[config.mk]
export PLATFORM = sky130hd
export DESIGN_NAME = data_mem_dump
export DESIGN_NICKNAME = d
export VERILOG_FILES = /design/src/rtl/data_mem_dump.sv
export SDC_FILE = /design/constraint.sdc
export NUM_CORES = 1
export LEC_CHECK = 0
export BUFFER_PORTS_ARGS = -buffer_cell sky130_fd_sc_hd__buf_2
export CORE_UTILIZATION = 60
export CTS_CLUSTER_SIZE = 40
export DETAILED_ROUTE_END_ITERATION = 6
export GPL_TIMING_DRIVEN = 0
export PLACE_DENSITY = 0.85
export SYNTH_ARGS = -nofsm -noshare
export SYNTH_HDL_FRONTEND = slang
export SYNTH_SLANG_ARGS = --single-unit
[constraint.sdc]
create_clock -name Clk -period 4.14 [get_ports Clk]
set_input_delay 0.414 -clock Clk [delete_from_list [all_inputs] [get_ports Clk]]
set_output_delay 0.414 -clock Clk [all_outputs]
set_load 0.01 [all_outputs]
[src/rtl/data_mem_dump.sv]
// Streams a contiguous block of data memory to the UART transmitter, one byte
// per Tx_Start/Tx_Done handshake, MSB byte of each word first.
module data_mem_dump #(
   parameter int addr_bus  = 11,
   parameter int data_size = 16,
   parameter int dump_len  = 16
) (
   input  logic                 Clk,
   input  logic                 Reset,
   input  logic                 Start,
   input  logic [addr_bus-1:0]  Base_Addr,
   output logic                 Mem_Rd,
   output logic [addr_bus-1:0]  Mem_Addr,
   input  logic [data_size-1:0] Mem_Data,
   output logic [7:0]           Tx_Data,
   output logic                 Tx_Start,
   input  logic                 Tx_Done,
   output logic                 Busy,
   output logic                 Done
);

   localparam int BPW = data_size / 8;
   localparam int WW  = addr_bus + 1;
   localparam int BW  = $clog2(BPW + 1);
   localparam logic [WW-1:0] LEN   = WW'(dump_len);
   localparam logic [BW-1:0] BPW_V = BW'(BPW);

   typedef enum logic [2:0] {
      IDLE, READ, LATCH, SEND, WAIT, NEXT, FIN
   } state_t;

   state_t               state;
   logic [addr_bus-1:0]  addr;
   logic [WW-1:0]        words_left;
   logic [BW-1:0]        bytes_left;
   logic [data_size-1:0] shift;
   logic [data_size-1:0] shift_next;

   assign shift_next = shift << 8;

   // Outputs are registered: each transition loads the values the target state presents.
   always_ff @(posedge Clk or negedge Reset) begin
      if (!Reset) begin
         state      <= IDLE;
         addr       <= '0;
         words_left <= '0;
         bytes_left <= '0;
         shift      <= '0;
         Mem_Rd     <= 1'b0;
         Mem_Addr   <= '0;
         Tx_Data    <= '0;
         Tx_Start   <= 1'b0;
         Busy       <= 1'b0;
         Done       <= 1'b0;
      end else begin
         case (state)
            IDLE: begin
               Busy <= 1'b0;
               Done <= 1'b0;
               if (Start) begin
                  addr       <= Base_Addr;
                  words_left <= LEN;
                  Mem_Rd     <= 1'b1;
                  Mem_Addr   <= Base_Addr;
                  Busy       <= 1'b1;
                  state      <= READ;
               end
            end
            READ: begin
               Mem_Rd <= 1'b0;
               state  <= LATCH;
            end
            // Memory data is valid in this cycle, one cycle after the read strobe.
            LATCH: begin
               shift      <= Mem_Data;
               bytes_left <= BPW_V;
               Tx_Data    <= Mem_Data[data_size-1 -: 8];
               Tx_Start   <= 1'b1;
               state      <= SEND;
            end
            SEND: begin
               Tx_Start <= 1'b0;
               state    <= WAIT;
            end
            WAIT: begin
               if (Tx_Done) begin
                  if (bytes_left > BW'(1)) begin
                     shift      <= shift_next;
                     bytes_left <= bytes_left - BW'(1);
                     Tx_Data    <= shift_next[data_size-1 -: 8];
                     Tx_Start   <= 1'b1;
                     state      <= SEND;
                  end else begin
                     state <= NEXT;
                  end
               end
            end
            // Address wraps naturally at the memory size.
            NEXT: begin
               addr       <= addr + addr_bus'(1);
               words_left <= words_left - WW'(1);
               if (words_left == WW'(1)) begin
                  Done  <= 1'b1;
                  state <= FIN;
               end else begin
                  Mem_Rd   <= 1'b1;
                  Mem_Addr <= addr + addr_bus'(1);
                  state    <= READ;
               end
            end
            FIN: begin
               Done  <= 1'b0;
               Busy  <= 1'b0;
               state <= IDLE;
            end
            default: begin
               Mem_Rd   <= 1'b0;
               Tx_Start <= 1'b0;
               Busy     <= 1'b0;
               Done     <= 1'b0;
               state    <= IDLE;
            end
         endcase
      end
   end

endmodule

==> reports/metrics.json <==
{
  "max-cap-violations": {"value": 0},
  "cp.arrival": {"value": 2.27, "unit": "ns"},
  "cts_tree": {"value": "built"},
  "combinational_fraction_of_design_power": {"value": 0.425},
  "fp.dieW": {"value": 74.06, "unit": "µm"},
  "clk_path_buf_depth": {"value": 2},
  "synth-edff-count": {"value": 0},
  "yosysTopAreaCell": {"value": "sky130_fd_sc_hd__dfrtp_1"},
  "crit_path_cell_trace": {"value": "inv_1 -> ha_1 -> and3b_1 -> nand3_1 -> a21oi_2 -> mux2_2"},
  "skew": {"value": 0.005891, "unit": "ns"},
  "dp_hpwl": {"value": 4784, "unit": "µm"},
  "worst_path_largest_cell_delay": {"value": 0.47, "unit": "ns"},
  "fp.coreArea": {"value": 0.004848, "unit": "mm²"},
  "end_kind": {"value": "register"},
  "final_min_period_over_clock_period": {"value": 0.4947},
  "setup_total_negative_slack": {"value": 0, "unit": "ns"},
  "chipHeight": {"value": 74.06, "unit": "µm"},
  "fmaxAchievable": {"value": 488.3, "unit": "MHz"},
  "transition_time_of_the_tightest_slew_check_pin": {"value": 0.7339, "unit": "ns"},
  "layout.cells.most_common_list": {"value": "sky130_fd_sc_hd__dfrtp_1 (59), sky130_fd_sc_hd__buf_2 (58), sky130_fd_sc_hd__nand2_1 (29)"},
  "cts_resized": {"value": 0},
  "htree_levels": {"value": 3},
  "dr.first_iter.drc_count": {"value": 196},
  "leading_cell_type_in_the_layout_fill_and_taps_excluded": {"value": "sky130_fd_sc_hd__dfrtp_1"},
  "design.final.nets": {"value": 395},
  "clkPwrFrac": {"value": 0.215},
  "vdd.ir_drop.worst": {"value": 0.0004650, "unit": "V"},
  "worst_setup_path_start_kind": {"value": "register"},
  "ys_ff_latch": {"value": 59},
  "post_cts.repair.setup_buffers": {"value": 0},
  "power.share.switching": {"value": 0.3883},
  "cts-root-buf": {"value": "sky130_fd_sc_hd__clkbuf_8"},
  "crit_family": {"value": "compound AO/OA/AOI/OAI gates"},
  "initial_utilization": {"value": 0.6426},
  "grt_remaining_overflow": {"value": 0},
  "routed_length_per_instance": {"value": 16.35, "unit": "µm"},
  "layout-drive-gt1-share": {"value": 0.2849},
  "worst_path_buffer_plus_inverter_count": {"value": 1},
  "outcome": {"value": "complete, no violations"},
  "syn_avg_cell_area": {"value": 10.53, "unit": "µm²"},
  "hold_viol": {"value": 0},
  "clk_pin_slew_worst_paths": {"value": 0.07, "unit": "ns"},
  "cellPowerDensity": {"value": 756.6, "unit": "mW/mm²"},
  "netlist_area": {"value": 0.003115, "unit": "mm²"},
  "ant_nets": {"value": 0},
  "flow.area_growth_from_synthesis": {"value": 18.55, "unit": "%"},
  "rows": {"value": 25},
  "timing_worst_setup_path_type": {"value": "reg2reg"},
  "die_area": {"value": 0.005485, "unit": "mm²"},
  "final-setup-viol-count": {"value": 0},
  "overall_routed_net_length": {"value": 7063, "unit": "µm"},
  "critical_path_required": {"value": 4.36, "unit": "ns"},
  "avgViaCountPerCell": {"value": 5.965},
  "synthArstFlopShare": {"value": 1.000},
  "cell_types_with_the_largest_area_share_after_synthesis": {"value": "sky130_fd_sc_hd__dfrtp_1 (47%), sky130_fd_sc_hd__mux2_2 (5.1%), sky130_fd_sc_hd__mux2_1 (4.3%)"},
  "track_usage": {"value": 0.2820},
  "finalCriticalPeriod": {"value": 2.048, "unit": "ns"},
  "insertion_delay": {"value": 0.34, "unit": "ns"},
  "antenna_found_initial": {"value": 0},
  "timing.hold.worst.class": {"value": "in2async"},
  "synthesis.instances": {"value": 296},
  "synth_sequential_area_ratio": {"value": 0.4739},
  "grt_first_pass_wirelength": {"value": 11470, "unit": "µm"},
  "crit_slowest_cell": {"value": "sky130_fd_sc_hd__a21oi_2"},
  "cts-buffers-inserted": {"value": 9},
  "utilization_after_layout": {"value": 0.7618},
  "insertedDiodeCount": {"value": 0},
  "drt_pass1_iterations": {"value": 4},
  "yosys.area.top_type_share": {"value": 0.4739},
  "primary_ff_master_synth": {"value": "sky130_fd_sc_hd__dfrtp_1"},
  "ys_warn_count": {"value": 0},
  "crit_fanout": {"value": 9},
  "io_pins": {"value": 54},
  "reg_power_frac": {"value": 0.360},
  "rsz0062_at_grt": {"value": "false"},
  "max-slew-margin-rel": {"value": 0.5107},
  "grt_max_degree": {"value": 60},
  "tritoncts_num_sinks": {"value": 59},
  "portbufs": {"value": 53},
  "power.net_switching": {"value": 0.001085, "unit": "W"},
  "drv_slew": {"value": 0},
  "drcViolationCount": {"value": 0},
  "cts-hold-fix-buffers": {"value": 0},
  "power.internal": {"value": 0.001710, "unit": "W"},
  "dr_total_vias": {"value": 2577},
  "place_congestion": {"value": 0.8422},
  "vias_in_the_first_global_route": {"value": 2601},
  "number_of_nets_in_the_synthesized_netlist": {"value": 331},
  "power_leakage": {"value": 1.687, "unit": "nW"},
  "synth_cell_types": {"value": 60}
}
==> per-stage QoR <==
step / area [µm²] / power, W / std cells / hold WS (ns) / setup slack (ns)
4_1_cts: 3691 / 0.002793 / 432 / 0.2827 / 2.079
5_1_grt: 3694 / 0.002973 / 432 / 0.2009 / 1.958
3_5_place_dp: 3465 / 0.002182 / 416 / 0.4745 / 2.121
6_report: 3694 / 0.002795 / 432 / 0.1284 / 2.092
3_3_place_gp: 3465 / 0.002114 / 416 / 0.4637 / 2.172
2_1_floorplan: 3115 / 0.001820 / 296 / 0.1184 / 2.382
==> sequential cells by signal, summed over array words and instances, names as in the netlist <==
register and cells:
Busy 1, Done 1, Mem_Addr 11, Mem_Rd 1, Tx_Data 8, Tx_Start 1
addr 11, bytes_left 2, shift 8, state 3, words_left 12
==> layout make-up <==
cell class,instances,area (µm²)
Clock buffer,11,151.4
Inverter,9,33.78
Fill cell,333,1155
Tap cell,67,83.83
Timing Repair Buffer,53,267.8
Buffer,16,90.09
Sequential cell,59,1476
Clock inverter,5,75.07
Multi-Input combinational cell,212,1515
==> per-layer routing <==
metal  wire, µm  global-route usage  up-vias
li1           -                   -     1227
met1       2974              0.3431     1253
met2       3509              0.4737       81
met3        387             0.05420       16
met4        192              0.1538        0
met5          0                   0        -
==> synthesized netlist by cell type, types with 3 or more instances <==
cell type	instances
sky130_fd_sc_hd__buf_2	6
sky130_fd_sc_hd__nor4_1	4
sky130_fd_sc_hd__nor3_1	5
sky130_fd_sc_hd__a21oi_1	8
sky130_fd_sc_hd__nand4_1	4
sky130_fd_sc_hd__inv_1	9
sky130_fd_sc_hd__nand2_1	29
sky130_fd_sc_hd__mux2_1	12
sky130_fd_sc_hd__o21ai_1	3
sky130_fd_sc_hd__dfrtp_1	59
sky130_fd_sc_hd__o21ai_0	21
sky130_fd_sc_hd__a211oi_1	3
sky130_fd_sc_hd__mux2i_1	8
sky130_fd_sc_hd__a22o_1	8
sky130_fd_sc_hd__o31ai_1	3
sky130_fd_sc_hd__a21o_1	3
sky130_fd_sc_hd__clkbuf_1	6
sky130_fd_sc_hd__ha_1	4
sky130_fd_sc_hd__nand3_1	8
sky130_fd_sc_hd__nor2_1	23
sky130_fd_sc_hd__a31oi_1	5
sky130_fd_sc_hd__mux2_2	14
sky130_fd_sc_hd__or4_1	3
==> power groups by stage <==
stage               registers [W]  clock network [W]  logic, W
floorplan                 0.00103                  0  0.000793
global placement         0.000990                  0   0.00112
detailed placement        0.00101                  0   0.00117
CTS                       0.00100           0.000600   0.00119
global route              0.00104           0.000620   0.00131
finish                    0.00101           0.000602   0.00119
==> worst paths after layout <==
kind,startpoint,endpoint,slack [ns],depth (start not counted)
worst max-delay path,bytes_left[1],Tx_Data[3],2.09,6
worst min-delay path,Reset,words_left[6],0.13,1
worst max register to register,bytes_left[1],Tx_Data[3],2.09,6
worst min register to register,words_left[11],words_left[11],0.48,1
max in group asynchronous,Reset,Mem_Addr[0],3.52,1
min in group Clk,Mem_Data[0],shift[0],0.29,2
==> logic make-up after synthesis <==
kind of cell	after synthesis	share of synthesized area
and+or+nand+nor	97	0.1763
muxes	34	0.1197
buffers and inverters	25	0.03976
AOI/OAI and AO/OA	74	0.1659
adders and majority gates	4	0.01606
DFF	59	0.4739
xor gates and xnor gates	3	0.008435
(Power assumes the default switching activity.)
